**src/rtl/shift_left_normalize.sv**
```systemverilog
// shift_left_normalize: iterative signed normalizer that strips redundant sign bits
module shift_left_normalize #(
    parameter int WIDTH = 8,
    parameter int SHIFT_VAL_WIDTH = $clog2(WIDTH)
) (
    input  logic                       clock,
    input  logic                       reset,
    input  logic                       in_valid,
    output logic                       in_ready,
    input  logic [WIDTH-1:0]           in,
    output logic                       out_valid,
    input  logic                       out_ready,
    output logic [WIDTH-1:0]           out,
    output logic [SHIFT_VAL_WIDTH-1:0] shift,
    output logic                       zero
);
    typedef enum logic [1:0] {IDLE, SHIFT, DONE} state_t;
    localparam logic [SHIFT_VAL_WIDTH:0] LIM = (SHIFT_VAL_WIDTH+1)'(WIDTH-1);
    state_t state, state_nxt;
    logic [WIDTH-1:0] v, diff, mask;
    logic [SHIFT_VAL_WIDTH-1:0] c, k;
    logic [SHIFT_VAL_WIDTH:0] step, sum;
    logic z, take;
    assign in_ready = state == IDLE;
    assign out_valid = state == DONE;
    assign out = v;
    assign shift = c;
    assign zero = z;
    // stage decision: the top step+1 bits match when the top step adjacent-bit XORs are all zero
    always_comb begin
        step = (SHIFT_VAL_WIDTH+1)'(1) << k;
        sum = {1'b0, c} + step;
        diff = v ^ (v << 1);
        mask = ~({WIDTH{1'b1}} >> step);
        take = step <= LIM && (diff & mask) == '0 && sum <= LIM;
    end
    // next-state logic
    always_comb begin
        state_nxt = state;
        state_nxt = state == IDLE ? (in_valid ? SHIFT : IDLE) :
                    state == SHIFT ? (k == '0 ? DONE : SHIFT) :
                    (out_ready ? IDLE : DONE);
    end
    // state register
    always_ff @(posedge clock) begin
        if (reset) state <= IDLE;
        else state <= state_nxt;
    end
    // working value, shift count, stage index and zero flag
    always_ff @(posedge clock) begin
        if (reset) begin
            v <= '0;
            c <= '0;
            k <= '0;
            z <= 1'b0;
        end else if (state == IDLE && in_valid) begin
            v <= in;
            c <= '0;
            k <= SHIFT_VAL_WIDTH'(SHIFT_VAL_WIDTH-1);
            z <= in == '0;
        end else if (state == SHIFT) begin
            if (take) begin
                v <= v << step;
                c <= sum[SHIFT_VAL_WIDTH-1:0];
            end
            k <= k - 1'b1;
        end
    end
endmodule

```
**config.mk**
```make
export PLATFORM = sky130hd
export DESIGN_NAME = shift_left_normalize
export DESIGN_NICKNAME = d
export VERILOG_FILES = /design/src/rtl/shift_left_normalize.sv
export SDC_FILE = /design/constraint.sdc
export NUM_CORES = 1
export LEC_CHECK = 0
export ABC_AREA = 1
export BUFFER_PORTS_ARGS = -buffer_cell sky130_fd_sc_hd__buf_4
export CAP_MARGIN = 40
export CELL_PAD_IN_SITES_DETAIL_PLACEMENT = 0
export CELL_PAD_IN_SITES_GLOBAL_PLACEMENT = 1
export CORE_MARGIN = 8
export CORE_UTILIZATION = 38
export CTS_BUF_LIST = sky130_fd_sc_hd__clkbuf_4 sky130_fd_sc_hd__clkbuf_8 sky130_fd_sc_hd__clkbuf_16
export CTS_CLUSTER_SIZE = 24
export DETAILED_ROUTE_END_ITERATION = 10
export HOLD_SLACK_MARGIN = 0.08
export PLACE_DENSITY = 0.79
export SLEW_MARGIN = 20
export SYNTH_ARGS = -nofsm -noshare
export SYNTH_HDL_FRONTEND = slang
export SYNTH_SLANG_ARGS = --single-unit
```
**constraint.sdc**
```tcl
create_clock -name clock -period 2.2 [get_ports clock]
set_input_delay 0.11 -clock clock [delete_from_list [all_inputs] [get_ports clock]]
set_output_delay 0.11 -clock clock [all_outputs]
set_load 0.02 [all_outputs]
```
==> Word-level counts from Yosys, hierarchy flattened <==
Index checks and enable logic that the tools add are counted.
{ "word_totals": {"output_inout_bits": 14, "ff_bits": 17, "inputBits": 12, "word_cells": 40} }
{ "classes": {"bitwise_logic": 3, "order_cmp": 2, "shift": 3, "n_addsub": 2, "n_mux": 10, "n_eq_ne": 2, "reduce_logical": 12} }
{ "ops": {"columns": ["cell", "n"], "rows": [
  ["$mux 8", 3],
  ["$logic_not 8->1", 2],
  ["$mux 2", 6],
  ["$and 8x8->8", 1],
  ["$le 4x3->1 const B", 2],
  ["$not 8->8", 1],
  ["$shl 8x4->8", 1],
  ["$shr 8x4->8 const A", 1],
  ["$xor 8x8->8", 1],
  ["$add 3x4->4", 1],
  ["$reduce_and 2->1", 2],
  ["$reduce_bool 2->1", 2],
  ["$shl 1x3->4 const A", 1],
  ["$logic_and 1x1->1", 3],
  ["$logic_not 3->1", 1],
  ["$sub 3x1->3 const B", 1],
  ["$eq 2x1->1 const B", 1],
  ["$eq 2x2->1 const B", 1],
  ["$logic_not 2->1", 1],
  ["$reduce_or 2->1", 1],
  ["$mux 1", 1]
]} }

==> Logic depth before layout (Yosys ltp) <==
Gate-level depths: netlist (run 1).
{ "depth": {"ltp_word": 10, "depth_mapped": 14, "mapped_depth_nobuf": 14} }

==> Least setup slack after synthesis (run 1) <==
No wires, ideal clock.
{ "synth_path": {"path_type": "register -> register", "start": "register k[0]", "end": "register c[2] (netlist: shift[2])", "n_path_buf": 1, "stages_incl_launch_ff": 12, "required_ns": 2.081, "setup_ns": 0.119, "setup_slack_ns": 0.451, "t_arrival_ns": 1.630, "synth_period_minus_slack_ns": 1.749, "cell_sequence": "dfxtp_1 > inv_1 > ha_1 > o21ai_1 > nand2_1 > nand2_1 > nand2_2 > nor2_4 > nand2_2 > buf_6 > o21ai_0 > a21oi_1"} }
{ "synth_via": {"elab_chain_cells": 8, "elab_cells_between_ends": 11, "cone_classes": "1 x add/sub; 2 x order compare; 2 x shift; 2 x bitwise; 4 x reduce/logical"} }
{ "synth_lines": {"columns": ["element", "line_no", "rtl"], "rows": [
  ["from (decl)", "21", "logic [SHIFT_VAL_WIDTH-1:0] c, k;"],
  ["from (signal assigned)", "59", "k <= SHIFT_VAL_WIDTH'(SHIFT_VAL_WIDTH-1);"],
  ["from (signal assigned)", "66", "k <= k - 1'b1;"],
  ["$shl 1x3->4 *", "31", "step = (SHIFT_VAL_WIDTH+1)'(1) << k;"],
  ["branches (longest 7 deep; another with $add 3x4->4)", null, null],
  ["to (signal assigned)", "64", "c <= sum[SHIFT_VAL_WIDTH-1:0];"],
  ["to (decl)", "21", null]
]} }
Every way passes the cells marked *.
A chain may end at the register's enable or synchronous reset.

==> Worst setup path in the final report (run 1) <==
{ "layout_path": {"start": "register k[0]", "end": "register v[7] (netlist: out[7])"} }
{ "layout_via": {"elab_chain_cells": 9, "elab_cells_between_ends": 16, "cone_classes": "1 x add/sub; 2 x order compare; 3 x shift; 3 x mux; 2 x bitwise; 5 x reduce/logical"} }
{ "layout_lines": {"columns": ["element", "line_no", "rtl"], "rows": [
  ["$shl 1x3->4 *", "31", null],
  ["branches (longest 8 deep; another with $add 3x4->4)", null, null],
  ["to (signal assigned)", "57", "v <= in;"],
  ["to (signal assigned)", "63", "v <= v << step;"],
  ["to (decl)", "20", "logic [WIDTH-1:0] v, diff, mask;"]
]} }
Every way passes the cells marked *. The select of a mux whose other input is x is not followed.

==> metrics.cfg, run 1 <==
[outcome]
run_status = completed

[clock_network]
cts_resized = 0
htree_levels = 1
clk_pin_slew_ns = 0.07
clockBufferDepth = 2
cts_tree = yes
clk_latency_ns = 0.25
cts_root_buf = clkbuf_8
postCtsSetupRepairBufs = 0
cts.sinks = 17
cts_buffers = 3
postCtsHoldBufs = 0

[sta]
max_slew_margin_pct = 69.9
setup-tns-final_ns = 0
skew_ns = 0.00360
grt_setup_unrepaired = no
period_needed_ns = 1.96
tightest_slew_ns = 0.447
finalSetupViolCount = 0
hold_viol_final = 0
maxSlewViolCount = 0
fin_crit_sh_pct = 89.1
worst_slack_ns = 0.240
timing.fmax_mhz = 510

[synth]
synth_top_cell_area_share_pct = 24.4
synth_seq_cells = 17
ys_types = 28
synth_nets = 246
synth_edf_count = 0
ys_seq_area_share_pct = 24.4
synth_area_leaders = dfxtp_1 24%, nand2_1 20%, nand3_1 8.3%
yosys.area.top_type = dfxtp_1
syn-instance-count = 228
async_flop_share_pct = 0
yosysWarnings = 0
synth_flop_cell = dfxtp_1
netlist_area_um2 = 1400
avgSynthCellArea_um2 = 6.12

[global_route]
overflow = 0
grtUsageMet2_pct = 21.5
antenna_found_initial = 0
grt_pass1_vias = 1485
grt_max_degree = 14
use_met1_pct = 17.8
busiest_layer = met2
track_usage_pct = 13.7
grt_pass1_wl_um = 6700
grtUsageMet3_pct = 2.95

[placed_design]
port_buffers = 25
placedInstanceArea_um2 = 1640
place_hpwl_um = 3060
pre_cts_slack_ns = 0.167
gp_congestion = 0.887

[die]
die_x_um = 76.6
die_h_um = 76.6
initial_core_util_pct = 38.7
die_area_um2 = 5870
num_io_pins = 26
core_area_um2 = 3610
fp-row-count = 22

[critical_path]
arrival_ns = 2.11
worstPathRequired_ns = 2.35
start_kind = flop
crit_path_end_kind = flop
worstSetupPathType = flop to flop
path_max_fanout = 13

[cells_and_area]
post-route-util_pct = 47.1
antenna_cells = 0
synthToLayoutAreaGrowth_pct = 21.8
fin_area_um2 = 1700
final_nets = 275
drive_gt1_share_pct = 21.5

[routing]
drtAntennaViolNets = 0
vias_per_cell = 4.80
num_vias = 1458
first_pass_iters = 4
drc = 0
totalWireLength_um = 3820
drt-initial-drc-count = 76
wl_per_cell_um = 12.6

[run]
drv_cap = 0

[power_and_ir_drop]
vdd_drop_max_mv = 0.312
p_per_area_nw_per_um2 = 674
leakage_uw = 0.000832

[hold_path]
hp-class = input port to flop

[layer usage]
metal,vias up,part of all wire [%],routed length [µm]
li1,779,-,-
met1,640,49,1860
met2,35,45,1730
met3,4,5.1,193
met4,0,0.94,36
met5,-,0,0
[where the power goes]
group	switching [µW]	internal (µW)	leakage (µW)
clock network	114	141	0.0000262
registers	46.4	341	0.000139
logic	310	191	0.000667
[through the flow]
stage | power, µW | hold slack (ns) | cells
2_1_floorplan | 747 | 0.273 | 228
3_3_place_gp | 893 | 0.385 | 300
3_5_place_dp | 888 | 0.384 | 300
4_1_cts | 1140 | 0.110 | 304
5_1_grt | 1240 | 0.109 | 304
6_report | 1140 | 0.110 | 304
[state kept, by name, summed over array words and instances, names as in the netlist]
register / cells
k: 3
out: 8
shift: 3
state: 2
zero: 1
[synthesized netlist by cell type (2+ instances only)]
| cell | n |
|---|---|
| nand3_1 | 23 |
| o21ai_0 | 13 |
| o21ai_1 | 2 |
| nand2_2 | 4 |
| a21oi_1 | 11 |
| nand2_1 | 73 |
| nor2_2 | 6 |
| clkbuf_1 | 2 |
| dfxtp_1 | 17 |
| o31ai_1 | 2 |
| inv_1 | 24 |
| nor2_1 | 24 |
| xor2_1 | 3 |
| or2_2 | 2 |
| ha_1 | 6 |
| buf_6 | 2 |
| nor4_1 | 3 |
[worst max-delay path, cell delays in order (launching register included)]
cell,delay (ns)
dfxtp_1,0.38
inv_1,0.11
ha_1,0.27
nand2_2,0.23
o21ai_0,0.22
or2_2,0.34
nand3_1,0.07
nand3_1,0.06
a21oi_1,0.11
nor2_1,0.06
[final timing paths]
path	depth (start not counted)	start	endpoint	slack [ns]
min	2	reset	out[5]$_SDFFE_PP0P_	0.11
max	9	k[0]$_SDFFE_PP0P_	out[7]$_SDFFE_PP0P_	0.24
min reg2reg	2	shift[1]$_SDFFE_PP0P_	shift[1]$_SDFFE_PP0P_	0.50
max reg2reg	9	k[0]$_SDFFE_PP0P_	out[7]$_SDFFE_PP0P_	0.24
[placed cells by master, fill, tap and decap left out]
master    count
buf_4        29
clkbuf_4      1
nor2_4        1
nand3_1      23
o31ai_1       2
nor4_1        3
nand2_1      72
ha_1          6
o21ai_0      13
xor2_1        3
a21oi_1      11
dfxtp_1      17
xor2_4        1
o21a_1        1
inv_1        24
nand4_1       1
nand2_8       1
inv_2         1
nand2_2       5
o21bai_2      1
or2_2         2
nor2_1       23
xnor2_1       1
nor3b_1       1
clkbuf_8      3
inv_4         1
o21ai_2       2
nor2_2        7
[kinds of logic after synthesis]
group | after synthesis | synth area share (%)
DFF | 17 | 24.4
AOI/OAI and AO/OA | 30 | 11.7
xor gates and xnor gates | 5 | 4.49
adders and majority gates | 6 | 5.38
and+or+nand+nor | 139 | 44.3
buffers and inverters | 31 | 9.69
[cell type report]
type	instances	area (µm²)
Clock buffer	4	48.8
Fill cell	393	1910
Inverter	26	100
Multi-Input combinational cell	180	932
Sequential cell	17	340
Tap cell	48	60.1
Timing Repair Buffer	29	218
(Power assumes the default switching activity.)
==> inputs of run 2 (changes only) <==
CORE_UTILIZATION = 41   (was 38)
PLACE_DENSITY = 0.85   (was 0.79)
clock period = 2.4 ns   (was 2.2 ns; I/O delays follow)
==> run 2 against run 1 <==
  * Clock power down 33%
  * Combinational power is 10% lower
  * Largest power group unchanged
  * Sequential power down 8.5%
  * Design area decreased by 0.96%
  * Via count up 2.3%
  * Critical path depth increased by 3
  * Global-route usage grew 1.1 points
==> metrics.cfg, run 2 (synthesized netlist as in run 1, its figures left out) <==
[outcome]
run_status = completed

[critical_path]
reg2reg_depth = 12
ff2ff_setup_slack_ns = 0.30
worstSetupPathType = flop to flop
arrival_ns = 2.30
r2r_start = k[0]$_SDFFE_PP0P_
path_max_fanout = 13
worstPathRequired_ns = 2.60
crit_path_end_kind = flop
start_kind = flop
r2r-end = out[4]$_SDFFE_PP0P_

[clock_network]
clk_pin_slew_ns = 0.11
cts_root_buf = clkbuf_4
clk_latency_ns = 0.29
postCtsSetupRepairBufs = 0
postCtsHoldBufs = 4
cts.sinks = 17
htree_levels = 1
cts_resized = 0
cts_tree = yes
cts_buffers = 3
clockBufferDepth = 2

[sta]
tightest_slew_ns = 0.476
timing.fmax_mhz = 475
max_slew_margin_pct = 68.2
worst_slack_ns = 0.297
setup-tns-final_ns = 0
maxSlewViolCount = 0
fin_crit_sh_pct = 87.6
hold_viol_final = 0
grt_setup_unrepaired = no
finalSetupViolCount = 0
skew_ns = 0.00700
hold_ws_ns = 0.121
period_needed_ns = 2.10

[global_route]
grt_pass1_vias = 1422
overflow = 0
grt_pass1_wl_um = 6350
antenna_found_initial = 0
grt_max_degree = 14
track_usage_pct = 14.8

[placed_design]
port_buffers = 25
place_hpwl_um = 2950
pre_cts_slack_ns = 0.312
gp_congestion = 0.887

[routing]
first_pass_iters = 4
vias_per_cell = 4.92
drt-initial-drc-count = 83
num_vias = 1492
drc = 0
totalWireLength_um = 3840
drtAntennaViolNets = 0
wl_per_cell_um = 12.7

[die]
die_area_um2 = 5520
core_area_um2 = 3310
initial_core_util_pct = 42.1
num_io_pins = 26
die_x_um = 74.3
fp-row-count = 21
die_h_um = 74.3

[cells_and_area]
layout_commonest_cell = nand2_1
drive_gt1_share_pct = 18.7
largest_register_ffs = 8
antenna_cells = 0
final_nets = 276
final_cell_mix = 73 x nand2_1, 26 x buf_4, 24 x inv_1, 24 x nor2_1, 23 x nand3_1
synthToLayoutAreaGrowth_pct = 20.6

[hold_path]
hold_depth = 3
hp-start = out_ready
hp-class = input port to flop
worstHoldEndpoint = state[1]$_SDFF_PP0_

[power_and_ir_drop]
fin_total_pwr_uw = 977
p_per_area_nw_per_um2 = 580
vdd_drop_max_mv = 0.257
leakage_uw = 0.000824

[run]
drv_cap = 0

==> run 2: cell count changes in the layout (fill, tap and decap cells not counted), sizes merged <==
cell,before,now
dlygate4sd3,0,4
buf,29,26
==> run 2: worst max-delay path by stage <==
stage | startpoint | endpoint | depth (start not counted)
after floorplan | k[0]$_SDFFE_PP0P_ | shift[2]$_SDFFE_PP0P_ | 11
final | k[0]$_SDFFE_PP0P_ | out[4]$_SDFFE_PP0P_ | 12
after global routing | k[0]$_SDFFE_PP0P_ | out[2]$_SDFFE_PP0P_ | 11
after detailed placement | k[0]$_SDFFE_PP0P_ | out[4]$_SDFFE_PP0P_ | 12
after global placement | k[0]$_SDFFE_PP0P_ | out[7]$_SDFFE_PP0P_ | 9
after CTS | k[0]$_SDFFE_PP0P_ | out[4]$_SDFFE_PP0P_ | 12
==> run 2: cell type report <==
cell class	instances	area, µm²
inverter	26	100
tap	46	57.6
fill	364	1630
clock buffer	4	30.0
timing repair buffer	30	235
multi-input combinational	180	920
sequential	17	340
==> run 2: per-stage QoR <==
stage	utilization [%]	instance area [µm²]	cells
floorplan	-	1400	228
global placement	48.7	1610	295
detailed placement	48.7	1610	295
CTS	50.8	1680	303
global route	50.8	1680	303
finish	50.8	1680	303
==> run 2: routing by layer <==
layer	wire length, µm	track usage, %	up-vias
met5	0	0	-
met2	1760	23.0	30
met1	1910	19.4	681
met3	166	3.91	0
met4	0	3.91	0
li1	-	-	781
==> run 2: where the power goes <==
group | internal [µW] | total [µW] | switching (µW)
registers | 313 | 355 | 42.2
clock network | 76.0 | 171 | 94.7
logic | 169 | 451 | 282
==> run 2: worst max-delay path, cell delays in order (launching register included) <==
cell	delay [ns]
dfxtp_1	0.40
inv_1	0.11
ha_1	0.25
nand2_1	0.35
nor2_1	0.08
nand3_1	0.08
nand3_1	0.08
nor2_2	0.15
nand2_2	0.18
nand2_2	0.16
nand2_1	0.07
nand2_1	0.06
nor2_1	0.04
==> inputs of run 3 (changes only) <==
CELL_PAD_IN_SITES_DETAIL_PLACEMENT = 1   (was 0)
CELL_PAD_IN_SITES_GLOBAL_PLACEMENT = 2   (was 1)
CORE_UTILIZATION = 31   (was 41)
PLACE_DENSITY = 0.84   (was 0.85)
RECOVER_POWER = 50   (was default)
==> run 3 against run 2 <==
  * Flip-flop and latch count stayed put
  * Global-route usage down 2.5 points
  * Combinational power fell by 4%
  * Sequential share of layout area increased by 0.64 points
  * Setup slack improved by 0.024 ns
  * Cell count up 1.3%
  * Clock-buffer cell count unchanged
  * Sequential power about the same
  * Wire length is 9.1% higher
  * Hold slack improved by 0.014 ns
  * Largest cell class unchanged
  * Highest routed layer is now met4
==> metrics.cfg, run 3 (synthesized netlist as in run 1, its figures left out) <==
[sta]
tightest_slew_ns = 0.407
timing.fmax_mhz = 481
maxSlewViolCount = 0
skew_ns = 0.00352
period_needed_ns = 2.08
fin_crit_sh_pct = 86.7
finalSetupViolCount = 0
max_slew_margin_pct = 72.8
hold_viol_final = 0
worst_slack_ns = 0.320
grt_setup_unrepaired = no
setup-tns-final_ns = 0

[critical_path]
reg2reg_depth = 11
slowest_stage = dfxtp_1
worstPathRequired_ns = 2.59
crit_path_end_kind = flop
path_max_fanout = 13
slowest_delay_ns = 0.38
arrival_ns = 2.27
start_kind = flop
crit_path_cell_trace = inv_1 > ha_1 > nand2_1 > nor2_1 > nand3_1 > nand3_1 > nor2_2 > nand2_2 > nand2_2 > nand2_1 > a21oi_1
worstSetupPathType = flop to flop

[routing]
vias_per_cell = 4.76
first_pass_iters = 4
totalWireLength_um = 4190
num_vias = 1460
drtAntennaViolNets = 0
drt-initial-drc-count = 31
wl_per_cell_um = 13.6
drc = 0

[power_and_ir_drop]
vdd_drop_max_mv = 0.216
p_per_area_nw_per_um2 = 627
leakage_uw = 0.000768

[placed_design]
pre_cts_slack_ns = 0.305
place_hpwl_um = 3440
port_buffers = 25
dp.cells = 303
gp_congestion = 0.865

[cells_and_area]
final_nets = 274
synthToLayoutAreaGrowth_pct = 17.0
instances_no_fill = 307
layout_commonest_cell = nand2_1
largest_register_ffs = 8
drive_gt1_share_pct = 14.1
final_cell_mix = 73 x nand2_1, 24 x inv_1, 24 x nor2_1
fillers = 603
antenna_cells = 0

[hold_path]
hp-class = input port to flop
hold_depth = 2

[clock_network]
postCtsSetupRepairBufs = 0
htree_levels = 1
cts_root_buf = clkbuf_8
postCtsHoldBufs = 0
cts.sinks = 17
cts_tree = yes
clk_latency_ns = 0.25
cts_buffers = 3
clk_pin_slew_ns = 0.07
clockBufferDepth = 2
cts_resized = 0

[die]
core_area_um2 = 4350
initial_core_util_pct = 32.0
die_h_um = 83.1
die_area_um2 = 6900
fp-row-count = 24
die_x_um = 83.1
num_io_pins = 26

[run]
drv_cap = 0

[global_route]
grt_max_degree = 14
grt_pass1_wl_um = 7120
overflow = 0
track_usage_pct = 12.3
antenna_found_initial = 0
grt_pass1_vias = 1483

[outcome]
run_status = completed

## run 3: worst paths after layout
| check | slack, ns | to | startpoint |
|---|---|---|---|
| hold / removal | 0.13 | out[2]$_SDFFE_PP0P_ | reset |
| hold reg to reg | 0.49 | shift[1]$_SDFFE_PP0P_ | shift[1]$_SDFFE_PP0P_ |
| setup / recovery | 0.32 | out[1]$_SDFFE_PP0P_ | k[0]$_SDFFE_PP0P_ |
| setup reg to reg | 0.32 | out[1]$_SDFFE_PP0P_ | k[0]$_SDFFE_PP0P_ |
## run 3: cell type report
type | count | area [µm²] | area share [%]
repair buffers | 28 | 158 | 9.66
multi-input cells | 180 | 920 | 56.4
flip-flops and latches | 17 | 340 | 20.9
clock buffers | 4 | 48.8 | 2.99
well taps | 52 | 65.1 | 3.99
inverters | 26 | 100 | 6.13
## run 3: worst max-delay path, delay by kind of cell, from the launching register on
kind / cells / cell delay, ns
adder cells (fa/ha/maj): 1 / 0.25
buffers and inverters: 1 / 0.11
flip-flops: 1 / 0.38
AND/OR/NAND/NOR: 8 / 1.13
AO/OA/AOI/OAI: 1 / 0.14
## run 3: report_power, final
| group | switching (µW) | internal (µW) |
|---|---|---|
| sequential | 42.8 | 313 |
| clock | 102 | 129 |
| combinational | 286 | 149 |
| total | 431 | 591 |
## run 3: layer usage
metal | vias up | global-route usage (%) | part of all wire [%]
met3 | 2 | 2.34 | 2.3
li1 | 776 | - | -
met2 | 17 | 18.5 | 43
met1 | 665 | 17.1 | 54
met5 | - | 0 | 0
met4 | 0 | 3.35 | 0.60
## run 3: metrics by stage
step                      hold WS, ns  total power [µW]  utilization (%)  cell area, µm²
after floorplan                 0.283               685                -            1400
after global placement          0.403               823             37.6            1640
after detailed placement        0.407               823             37.6            1640
after CTS                       0.127              1070             38.7            1680
after global routing            0.135              1110             37.5            1630
final                           0.135              1020             37.5            1630
